`src/rtl/flash_boot_loader.sv`:
```
// rtl/flash_boot_loader.sv - reset-time flash-to-RAM2 image copier with running checksum
module flash_boot_loader #(
    parameter logic [15:0] BOOT_WORDS = 16'd4096,
    parameter logic [21:0] FLASH_BASE = 22'h000000,
    parameter logic [17:0] RAM_BASE   = 18'h00000,
    parameter logic [3:0]  FLASH_WAIT = 4'd8,
    parameter logic [3:0]  RAM_WAIT   = 4'd2
) (
    input  logic        clk,
    input  logic        rst,
    input  logic        skip_i,
    output logic [21:0] flash_addr_o,
    output logic        flash_read_o,
    input  logic [15:0] flash_data_i,
    output logic        ram_enable_o,
    output logic        ram_readWrite_o,
    output logic [17:0] ram_address_o,
    output logic [15:0] ram_data_o,
    output logic        cpu_hold_o,
    output logic        boot_done_o,
    output logic [15:0] words_done_o,
    output logic [15:0] checksum_o
);

    localparam logic [2:0] S_IDLE       = 3'd0;
    localparam logic [2:0] S_FLASH_READ = 3'd1;
    localparam logic [2:0] S_RAM_WRITE  = 3'd2;
    localparam logic [2:0] S_NEXT       = 3'd3;
    localparam logic [2:0] S_DONE       = 3'd4;

    // A zero wait is treated as one cycle, so the reload value saturates at 0.
    localparam logic [3:0] FLASH_LOAD = (FLASH_WAIT == 4'd0) ? 4'd0 : FLASH_WAIT - 4'd1;
    localparam logic [3:0] RAM_LOAD   = (RAM_WAIT == 4'd0) ? 4'd0 : RAM_WAIT - 4'd1;

    logic [2:0]  state;
    logic [3:0]  wait_cnt;
    logic [15:0] idx;
    logic [15:0] idx_next;

    assign idx_next = idx + 16'd1;

    always_ff @(posedge clk) begin
        if (rst) begin
            state           <= S_IDLE;
            wait_cnt        <= 4'd0;
            idx             <= 16'd0;
            flash_addr_o    <= 22'd0;
            flash_read_o    <= 1'b0;
            ram_enable_o    <= 1'b0;
            ram_readWrite_o <= 1'b0;
            ram_address_o   <= 18'd0;
            ram_data_o      <= 16'd0;
            cpu_hold_o      <= 1'b1;
            boot_done_o     <= 1'b0;
            words_done_o    <= 16'd0;
            checksum_o      <= 16'd0;
        end else begin
            case (state)
                S_IDLE: begin
                    if (skip_i || BOOT_WORDS == 16'd0) begin
                        state       <= S_DONE;
                        cpu_hold_o  <= 1'b0;
                        boot_done_o <= 1'b1;
                    end else begin
                        idx          <= 16'd0;
                        flash_read_o <= 1'b1;
                        flash_addr_o <= FLASH_BASE;
                        wait_cnt     <= FLASH_LOAD;
                        state        <= S_FLASH_READ;
                    end
                end
                S_FLASH_READ: begin
                    if (wait_cnt == 4'd0) begin
                        ram_data_o      <= flash_data_i;
                        flash_read_o    <= 1'b0;
                        ram_enable_o    <= 1'b1;
                        ram_readWrite_o <= 1'b1;
                        ram_address_o   <= RAM_BASE + {2'b00, idx};
                        wait_cnt        <= RAM_LOAD;
                        state           <= S_RAM_WRITE;
                    end else begin
                        wait_cnt <= wait_cnt - 4'd1;
                    end
                end
                S_RAM_WRITE: begin
                    if (wait_cnt == 4'd0) begin
                        ram_enable_o    <= 1'b0;
                        ram_readWrite_o <= 1'b0;
                        state           <= S_NEXT;
                    end else begin
                        wait_cnt <= wait_cnt - 4'd1;
                    end
                end
                S_NEXT: begin
                    words_done_o <= words_done_o + 16'd1;
                    checksum_o   <= checksum_o + ram_data_o;
                    idx          <= idx_next;
                    if (idx_next == BOOT_WORDS) begin
                        state       <= S_DONE;
                        cpu_hold_o  <= 1'b0;
                        boot_done_o <= 1'b1;
                    end else begin
                        flash_read_o <= 1'b1;
                        flash_addr_o <= FLASH_BASE + {6'd0, idx_next};
                        wait_cnt     <= FLASH_LOAD;
                        state        <= S_FLASH_READ;
                    end
                end
                S_DONE: begin
                    flash_read_o    <= 1'b0;
                    ram_enable_o    <= 1'b0;
                    ram_readWrite_o <= 1'b0;
                    cpu_hold_o      <= 1'b0;
                    boot_done_o     <= 1'b1;
                end
                default: state <= S_IDLE;
            endcase
        end
    end

endmodule

```
`config.mk`:
```
export PLATFORM = sky130hd
export DESIGN_NAME = flash_boot_loader
export DESIGN_NICKNAME = d
export VERILOG_FILES = /design/src/rtl/flash_boot_loader.sv
export SDC_FILE = /design/constraint.sdc
export NUM_CORES = 1
export LEC_CHECK = 0
export CORE_UTILIZATION = 45
export CTS_BUF_LIST = sky130_fd_sc_hd__clkbuf_16
export CTS_CLUSTER_DIAMETER = 120
export DETAILED_ROUTE_END_ITERATION = 10
export GPL_TIMING_DRIVEN = 0
export MAX_ROUTING_LAYER = met4
export PLACE_DENSITY = 0.78
export SETUP_SLACK_MARGIN = 0.4
export SLEW_MARGIN = 20
export SYNTH_ARGS = -nofsm -noshare
export SYNTH_HDL_FRONTEND = slang
export SYNTH_SLANG_ARGS = --single-unit
```
`constraint.sdc`:
```
create_clock -name clk -period 2.8 [get_ports clk]
set_clock_uncertainty 0.1 [all_clocks]
set_input_delay 0.28 -clock clk [delete_from_list [all_inputs] [get_ports clk]]
set_output_delay 0.28 -clock clk [all_outputs]
set_load 0.005 [all_outputs]
```
==> impl_results.html, run 1 <==
<table>
<tr><th>Metric</th><th>Value</th></tr>
<tr><th colspan="2">Status</th></tr>
<tr><td>Status</td><td>completed</td></tr>
<tr><th colspan="2">Global routing</th></tr>
<tr><td>Vias in the first global route</td><td>5,111</td></tr>
<tr><td>Global Route met3 Usage</td><td>0.0409</td></tr>
<tr><td>Maximum number of pins on one net before global-route repair</td><td>19</td></tr>
<tr><td>GRT Max-Usage Layer</td><td>met2</td></tr>
<tr><td>GRT Total Usage</td><td>0.268</td></tr>
<tr><td>Global-route wire length before repair</td><td>24,300 um</td></tr>
<tr><td>Global Route met1 Usage</td><td>0.318</td></tr>
<tr><td>Met2 Use GR</td><td>0.461</td></tr>
<tr><td>Grt ovf</td><td>0</td></tr>
<tr><td>Antenna violations before repair</td><td>0</td></tr>
<tr><th colspan="2">STA</th></tr>
<tr><td>Setup_tns</td><td>0 ns</td></tr>
<tr><td>Post-Route Hold Slack</td><td>0.352 ns</td></tr>
<tr><td>Tightest slew margin relative to the limit</td><td>0.489</td></tr>
<tr><td>Final min period</td><td>2.35 ns</td></tr>
<tr><td>Final setup violation count</td><td>0</td></tr>
<tr><td>Setup repair after global routing missed its margin</td><td>yes</td></tr>
<tr><td>Transition time at the pin with the least slew margin</td><td>0.767 ns</td></tr>
<tr><td>Total count of hold-check failures in the final report</td><td>0</td></tr>
<tr><td>Highest clock frequency the design can meet</td><td>0.426 GHz</td></tr>
<tr><td>Max Transition Viols Final</td><td>0</td></tr>
<tr><td>Crit share post-route</td><td>0.839</td></tr>
<tr><th colspan="2">Finish</th></tr>
<tr><td>Number of antenna diodes</td><td>0</td></tr>
<tr><td>Fraction of final layout cells with drive strength greater than 1</td><td>0.172</td></tr>
<tr><td>Final net count</td><td>838</td></tr>
<tr><td>Layout overhead on the synthesized area</td><td>40.9%</td></tr>
<tr><th colspan="2">Setup path</th></tr>
<tr><td>CP Capture Type</td><td>flip-flop</td></tr>
<tr><td>Data arrival at the endpoint of the critical path</td><td>2.51 ns</td></tr>
<tr><td>Startpoint kind of the worst setup timing path</td><td>flip-flop</td></tr>
<tr><td>Reg-to-reg slack, setup</td><td>0.45 ns</td></tr>
<tr><td>Worst setup startpoint</td><td>checksum_o[0]</td></tr>
<tr><td>Maximum net fanout on the critical path</td><td>5</td></tr>
<tr><td>Worst Reg2Reg Path Length in Cells</td><td>10</td></tr>
<tr><td>Required time at the worst-slack endpoint</td><td>2.96 ns</td></tr>
<tr><td>Worst setup path endpoint</td><td>checksum_o[14]</td></tr>
<tr><td>Endpoint of the most critical register-to-register path</td><td>checksum_o[14]</td></tr>
<tr><td>Worst reg2reg path startpoint</td><td>checksum_o[0]</td></tr>
<tr><td>Worst setup path class</td><td>reg -&gt; reg</td></tr>
<tr><th colspan="2">Yosys</th></tr>
<tr><td>Synthesis warning total</td><td>0</td></tr>
<tr><td>Synthesized cell area</td><td>0.00522 mm2</td></tr>
<tr><td>Ys flop type</td><td>dfxtp_1</td></tr>
<tr><td>Synthesized instance count</td><td>654</td></tr>
<tr><td>Post-synthesis average cell area</td><td>7.97 um2</td></tr>
<tr><td>Flip-flop and latch count after synthesis</td><td>107</td></tr>
<tr><td>Number of enable flip-flop cells after synthesis</td><td>0</td></tr>
<tr><td>Number of library cell types mapped by synthesis</td><td>61</td></tr>
<tr><td>Fraction of synthesis flops using an asynchronous set or reset pin</td><td>0</td></tr>
<tr><td>Sequential share of the synthesized area</td><td>0.411</td></tr>
<tr><th colspan="2">Routing</th></tr>
<tr><td>DRC Markers</td><td>0</td></tr>
<tr><td>Vias/cell</td><td>5.64</td></tr>
<tr><td>Number of search-and-repair iterations in the first detailed-routing pass</td><td>4</td></tr>
<tr><td>DRT iter0 DRCs</td><td>283</td></tr>
<tr><td>Wire length reported by the detailed router</td><td>15,700 um</td></tr>
<tr><td>Number of nets still failing antenna checks after routing</td><td>0</td></tr>
<tr><td>Vias post-DR</td><td>5,318</td></tr>
<tr><td>Average wire per cell in the routed design</td><td>16.7 um</td></tr>
<tr><th colspan="2">Placement</th></tr>
<tr><td>Number of input and output port buffers inserted</td><td>103</td></tr>
<tr><td>Half-perimeter wire length after placement</td><td>10,800 um</td></tr>
<tr><td>GP Congestion</td><td>0.915</td></tr>
<tr><th colspan="2">Clock network</th></tr>
<tr><td>Reg clk slew, reported paths</td><td>0.07 ns</td></tr>
<tr><td>Hold-fix buffers, CTS</td><td>0</td></tr>
<tr><td>CTS tree</td><td>done</td></tr>
<tr><td>Root buffer cell</td><td>clkbuf_16</td></tr>
<tr><td>Clock buffer count from CTS</td><td>9</td></tr>
<tr><td>Skew-Pair Late Insertion Delay</td><td>0.34 ns</td></tr>
<tr><td>Clock buffer depth</td><td>2</td></tr>
<tr><td>Num Clock Sinks</td><td>107</td></tr>
<tr><td>Maximum level of the CTS H-tree</td><td>3</td></tr>
<tr><th colspan="2">Power</th></tr>
<tr><td>Largest vdd supply drop</td><td>0.479 mV</td></tr>
<tr><td>Reported leakage power</td><td>2.69 nW</td></tr>
<tr><td>Power density of the placed cells</td><td>432 mW/mm2</td></tr>
<tr><th colspan="2">Die</th></tr>
<tr><td>Die X-Extent</td><td>110 um</td></tr>
<tr><td>Full die area</td><td>0.0120 mm2</td></tr>
<tr><td>Num rows</td><td>38</td></tr>
<tr><td>Top Ports</td><td>112</td></tr>
<tr><td>Die Y-Extent</td><td>110 um</td></tr>
<tr><td>Starting Density</td><td>0.471</td></tr>
<tr><td>Core Box Area</td><td>0.0111 mm2</td></tr>
<tr><th colspan="2">Flow run</th></tr>
<tr><td>Maximum capacitance violations</td><td>0</td></tr>
<tr><th colspan="2">Worst hold path</th></tr>
<tr><td>Hold Crit Class</td><td>reg -&gt; reg</td></tr>
</table>
worst min-delay path by stage:
stage	from	to	slack (ns)	depth (start not counted)
after global routing	ram_address_o[14]	ram_address_o[14]	0.38	2
after detailed placement	boot_done_o	boot_done_o	0.34	2
after floorplan	flash_data_i[0]	ram_data_o[0]	0.32	2
after global placement	boot_done_o	boot_done_o	0.34	2
final	boot_done_o	boot_done_o	0.35	2
after CTS	boot_done_o	boot_done_o	0.35	2
metal layers:
metal	wire, um	vias up
li1	-	2534
met1	6470	2530
met2	7840	221
met3	1030	33
met4	359	0
met5	0	-
what timing repair did:
action,4_1_cts,5_1_grt
gates cloned,0,1
setup endpoints to repair,61,61
buffers inserted,2,21
pin swaps,9,30
gates resized for setup,37,83
report_power, final:
group | internal, W | leakage (nW) | switching, W
registers | 0.00155 | 0.878 | 0.0000360
clock network | 0.000610 | 0.130 | 0.000586
logic | 0.000160 | 1.68 | 0.000228
worst max-delay path, stage by stage (launching register included):
cell and delay, ns:
dfxtp_4 0.37, ha_4 0.14, inv_2 0.04, fa_2 0.37
nor2b_1 0.12, o21a_1 0.18, o21ai_4 0.11, a2111oi_4 0.37
a2111oi_4 0.10, a211o_1 0.27, o211ai_1 0.09
cell usage in the layout (no fill, tap or decap), types with 8 or more instances in the layout:
master	synthesis	layout
buf_4	9	34
clkdlybuf4s50_1	0	103
clkbuf_1	26	20
xor2_1	15	15
ha_1	19	9
ha_4	0	9
inv_1	15	14
clkbuf_16	0	10
nand3_1	18	15
a211oi_1	9	8
or3_1	9	8
conb_1	1	8
a21oi_1	88	86
xnor2_1	18	18
dfxtp_2	0	18
nor3_1	13	10
nand2_1	136	135
dfxtp_1	107	84
o21ai_0	26	17
nor2_1	40	37
and3_1	10	8
cell type report:
| class | count | area, um2 |
|---|---|---|
| fill | 904 | 3730 |
| multi-input combinational | 491 | 3150 |
| sequential | 107 | 2180 |
| timing repair buffer | 127 | 1230 |
| buffer | 47 | 277 |
| clock buffer | 9 | 225 |
| tap | 140 | 175 |
| inverter | 16 | 60.1 |
| clock inverter | 6 | 48.8 |
per-stage QoR:
step / instances / cell area [um2] / setup WS, ns / power [W] / utilization
floorplan: 661 / 5240 / 0.445 / 0.00183 / -
global placement: 904 / 6450 / 0.131 / 0.00197 / 0.582
detailed placement: 904 / 6450 / 0.0839 / 0.00198 / 0.582
CTS: 921 / 6880 / 0.397 / 0.00316 / 0.621
global route: 943 / 7350 / 0.366 / 0.00329 / 0.663
finish: 943 / 7350 / 0.450 / 0.00317 / 0.663
state kept, by name, summed over array words and instances, names as in the netlist:
| register | count |
|---|---|
| flash_addr_o | 16 |
| checksum_o | 16 |
| boot_done_o | 1 |
| state | 3 |
| cpu_hold_o | 1 |
| flash_read_o | 1 |
| ram_address_o | 16 |
| ram_readWrite_o | 1 |
| wait_cnt | 4 |
| words_done_o | 16 |
| ram_data_o | 16 |
| idx | 16 |
cells by family after synthesis:
| family | Yosys count | synth area share |
|---|---|---|
| and+or+nand+nor | 259 | 0.227 |
| other | 1 | 0.000719 |
| AOI/OAI and AO/OA | 167 | 0.193 |
| xor gates and xnor gates | 33 | 0.0554 |
| buffers and inverters | 63 | 0.0554 |
| muxes | 4 | 0.00816 |
| adders and majority gates | 20 | 0.0494 |
| DFF | 107 | 0.411 |
synth_stat cells (4+ instances only):
cell type | instances | area [um2]
o211ai_1 | 4 | 30.0
nor2b_1 | 4 | 25.0
a211oi_1 | 9 | 67.6
a21oi_1 | 88 | 440
dfxtp_1 | 107 | 2140
o21a_1 | 6 | 45.0
nand2_1 | 136 | 510
nand3_1 | 18 | 90.1
and3_1 | 10 | 62.6
buf_2 | 9 | 45.0
buf_4 | 9 | 67.6
a21o_1 | 4 | 30.0
or3_1 | 9 | 56.3
xnor2_1 | 18 | 158
clkbuf_1 | 26 | 97.6
o21ai_0 | 26 | 130
nand3b_1 | 4 | 30.0
xor2_1 | 15 | 131
a22o_1 | 5 | 43.8
inv_1 | 15 | 56.3
nor3_1 | 13 | 65.1
nor2_1 | 40 | 150
nor4_1 | 7 | 43.8
ha_1 | 19 | 238
(Power assumes the default switching activity.)
==> inputs of run 2 (changes only) <==
==> constraint.sdc (replaced) <==
create_clock -name clk -period 2.4 [get_ports clk]
set_clock_uncertainty 0.1 [all_clocks]
set_input_delay 0.24 -clock clk [delete_from_list [all_inputs] [get_ports clk]]
set_output_delay 0.24 -clock clk [all_outputs]
set_load 0.005 [all_outputs]
==> impl_results.html, run 2 (synthesis gave the netlist of run 1 again) <==
<table>
<tr><th>Metric</th><th>Value</th></tr>
<tr><th colspan="2">Status</th></tr>
<tr><td>Status</td><td>finished with violations (was completed)</td></tr>
<tr><td>Violations in the final reports</td><td>negative setup slack</td></tr>
<tr><th colspan="2">Power</th></tr>
<tr><td>Power density of the placed cells</td><td>510 mW/mm2 (was 432 mW/mm2)</td></tr>
<tr><td>Largest vdd supply drop</td><td>0.465 mV (was 0.479 mV)</td></tr>
<tr><td>Total power of the final layout</td><td>0.00401 W (was 0.00317 W)</td></tr>
<tr><td>Reported leakage power</td><td>2.86 nW (was 2.69 nW)</td></tr>
<tr><th colspan="2">STA</th></tr>
<tr><td>Post-Route Hold Slack</td><td>0.313 ns (was 0.352 ns)</td></tr>
<tr><td>Worst setup margin</td><td>-0.00197 ns (was 0.450 ns)</td></tr>
<tr><td>Max Transition Viols Final</td><td>0 (unchanged)</td></tr>
<tr><td>Transition time at the pin with the least slew margin</td><td>0.698 ns (was 0.767 ns)</td></tr>
<tr><td>Crit share post-route</td><td>1.00 (was 0.839)</td></tr>
<tr><td>Total count of hold-check failures in the final report</td><td>0 (unchanged)</td></tr>
<tr><td>Final min period</td><td>2.40 ns (was 2.35 ns)</td></tr>
<tr><td>Final setup violation count</td><td>1 (was 0)</td></tr>
<tr><td>Setup repair after global routing missed its margin</td><td>yes (unchanged)</td></tr>
<tr><td>Tightest slew margin relative to the limit</td><td>0.535 (was 0.489)</td></tr>
<tr><td>Highest clock frequency the design can meet</td><td>0.416 GHz (was 0.426 GHz)</td></tr>
<tr><th colspan="2">Placement</th></tr>
<tr><td>Number of input and output port buffers inserted</td><td>103 (unchanged)</td></tr>
<tr><td>Half-perimeter wire length after placement</td><td>10,900 um (was 10,800 um)</td></tr>
<tr><td>Setup slack after placement</td><td>-0.370 ns (was 0.0839 ns)</td></tr>
<tr><td>GP Congestion</td><td>0.863 (was 0.915)</td></tr>
<tr><th colspan="2">Finish</th></tr>
<tr><td>Final net count</td><td>863 (was 838)</td></tr>
<tr><td>Fraction of final layout cells with drive strength greater than 1</td><td>0.264 (was 0.172)</td></tr>
<tr><td>Storage element area</td><td>0.00220 mm2 (was 0.00218 mm2)</td></tr>
<tr><td>Multi-input gate area</td><td>0.00332 mm2 (was 0.00315 mm2)</td></tr>
<tr><td>Layout Utilization</td><td>0.710 (was 0.663)</td></tr>
<tr><td># fillers</td><td>787 (was 904)</td></tr>
<tr><td>Highest-count cells in the layout ignoring fill and taps</td><td>nand2_1 (132), clkdlybuf4s50_1 (103), a21oi_1 (75) (was nand2_1 (135), clkdlybuf4s50_1 (103), a21oi_1 (86))</td></tr>
<tr><td>Most frequent standard cell in the layout excluding fill and tap cells</td><td>nand2_1 (unchanged)</td></tr>
<tr><td>Layout overhead on the synthesized area</td><td>50.7% (was 40.9%)</td></tr>
<tr><td>Number of antenna diodes</td><td>0 (unchanged)</td></tr>
<tr><th colspan="2">Clock network</th></tr>
<tr><td>CTS tree</td><td>done (unchanged)</td></tr>
<tr><td>Clock buffer count from CTS</td><td>9 (unchanged)</td></tr>
<tr><td>Reg clk slew, reported paths</td><td>0.07 ns (about the same)</td></tr>
<tr><td>Clock buffer depth</td><td>2 (unchanged)</td></tr>
<tr><td>Maximum level of the CTS H-tree</td><td>3 (unchanged)</td></tr>
<tr><td>Skew-Pair Late Insertion Delay</td><td>0.36 ns (was 0.34 ns)</td></tr>
<tr><td>Num Clock Sinks</td><td>107 (unchanged)</td></tr>
<tr><td>Hold-fix buffers, CTS</td><td>0 (unchanged)</td></tr>
<tr><td>Root buffer cell</td><td>clkbuf_16 (unchanged)</td></tr>
<tr><th colspan="2">Setup path</th></tr>
<tr><td>CP Capture Type</td><td>flip-flop (unchanged)</td></tr>
<tr><td>Startpoint kind of the worst setup timing path</td><td>flip-flop (unchanged)</td></tr>
<tr><td>Cell with the largest stage delay on the worst path</td><td>or4_4 (was dfxtp_4)</td></tr>
<tr><td>Worst setup path class</td><td>reg -&gt; reg (unchanged)</td></tr>
<tr><td>Data arrival at the endpoint of the critical path</td><td>2.53 ns (was 2.51 ns)</td></tr>
<tr><td>Maximum net fanout on the critical path</td><td>5 (unchanged)</td></tr>
<tr><td>Series of cell instances along the critical path</td><td>buf_8, nand2_1, or2_4, or4_4, and3_4, and3_4, buf_6, buf_8, o21ai_1, a21oi_1 (was ha_4, inv_2, fa_2, nor2b_1, o21a_1, o21ai_4, a2111oi_4, a2111oi_4, a211o_1, o211ai_1)</td></tr>
<tr><td>Required time at the worst-slack endpoint</td><td>2.52 ns (was 2.96 ns)</td></tr>
<tr><td>Slowest cell delay on critical path</td><td>0.55 ns (was 0.37 ns)</td></tr>
<tr><th colspan="2">Routing</th></tr>
<tr><td>Routed wl met2</td><td>8680 um (was 7840 um)</td></tr>
<tr><td>Routed wl met3</td><td>1280 um (was 1030 um)</td></tr>
<tr><td>Top layer reached by signal wires</td><td>met4 (unchanged)</td></tr>
<tr><td>Detailed-routing wirelength on met1</td><td>6770 um (was 6470 um)</td></tr>
<tr><td>Average wire per cell in the routed design</td><td>18.1 um (was 16.7 um)</td></tr>
<tr><td>DRT iter0 DRCs</td><td>392 (was 283)</td></tr>
<tr><td>Number of nets still failing antenna checks after routing</td><td>0 (unchanged)</td></tr>
<tr><td>Number of search-and-repair iterations in the first detailed-routing pass</td><td>5 (was 4)</td></tr>
<tr><td>DRC Markers</td><td>0 (unchanged)</td></tr>
<tr><td>Wire length reported by the detailed router</td><td>17,500 um (was 15,700 um)</td></tr>
<tr><td>Vias post-DR</td><td>5,532 (was 5,318)</td></tr>
<tr><td>Vias/cell</td><td>5.71 (was 5.64)</td></tr>
<tr><th colspan="2">Die</th></tr>
<tr><td>Die X-Extent</td><td>110 um (unchanged)</td></tr>
<tr><td>Die Y-Extent</td><td>110 um (unchanged)</td></tr>
<tr><td>Top Ports</td><td>112 (unchanged)</td></tr>
<tr><td>Num rows</td><td>38 (unchanged)</td></tr>
<tr><td>Full die area</td><td>0.0120 mm2 (unchanged)</td></tr>
<tr><td>Starting Density</td><td>0.471 (unchanged)</td></tr>
<tr><td>Core Box Area</td><td>0.0111 mm2 (unchanged)</td></tr>
<tr><th colspan="2">Global routing</th></tr>
<tr><td>Grt ovf</td><td>0 (unchanged)</td></tr>
<tr><td>Vias in the first global route</td><td>5,368 (was 5,111)</td></tr>
<tr><td>GRT Total Usage</td><td>0.294 (was 0.268)</td></tr>
<tr><td>Maximum number of pins on one net before global-route repair</td><td>19 (unchanged)</td></tr>
<tr><td>Global-route wire length before repair</td><td>26,200 um (was 24,300 um)</td></tr>
<tr><td>Antenna violations before repair</td><td>0 (unchanged)</td></tr>
<tr><th colspan="2">Flow run</th></tr>
<tr><td>Maximum capacitance violations</td><td>0 (unchanged)</td></tr>
<tr><th colspan="2">Worst hold path</th></tr>
<tr><td>Hold Crit Class</td><td>in -&gt; reg (was reg -&gt; reg)</td></tr>
</table>
[run 2: worst max-delay path, delay by kind of cell (launching register included)]
kind	cells	cell delay [ns]
buffers and inverters	3	0.35
and+or+nand+nor	5	1.25
DFF	1	0.34
AOI/OAI and AO/OA	2	0.24
[run 2: final cells by class]
type                       instances  area share
sequential                       107       0.280
buffer                            47      0.0419
tap                              140      0.0223
inverter                          16     0.00764
clock buffer                       9      0.0287
multi-input combinational        491       0.422
timing repair buffer             152       0.186
clock inverter                     6      0.0119
[run 2: per-layer routing]
metal,global-route usage,vias to the layer above
met1,0.330,2576
met3,0.0492,82
li1,-,2593
met2,0.490,281
met5,-,-
met4,0.179,0
[run 2: timing repair]
item                                   CTS  global route
setup buffers                           37            11
pin swaps                               28            30
endpoints found under the hold margin    0             0
gates resized for setup                 71            94
setup endpoints to repair               96            95
cloned                                   1             0
[run 2: power by group]
part           internal (W)  switching (W)
logic              0.000227       0.000293
registers           0.00181      0.0000461
clock network      0.000920       0.000710
total               0.00296        0.00105
[run 2: through the flow]
stage	cells	TNS, ns	instance area (um2)
after global routing	968	-0.451	7860
after global placement	904	-5.78	6580
final	968	-0.00197	7860
after floorplan	661	0	5380
after CTS	957	0	7530
after detailed placement	904	-8.30	6580
[run 2: final timing paths]
| path | startpoint | end | slack, ns | cells after the start |
|---|---|---|---|---|
| worst max-delay path | idx[13] | flash_addr_o[14] | -0.002 | 10 |
| worst min-delay path | flash_data_i[3] | ram_data_o[3] | 0.31 | 3 |
| worst max register to register | idx[13] | flash_addr_o[14] | -0.002 | 10 |
| worst min register to register | ram_address_o[10] | ram_address_o[10] | 0.36 | 2 |
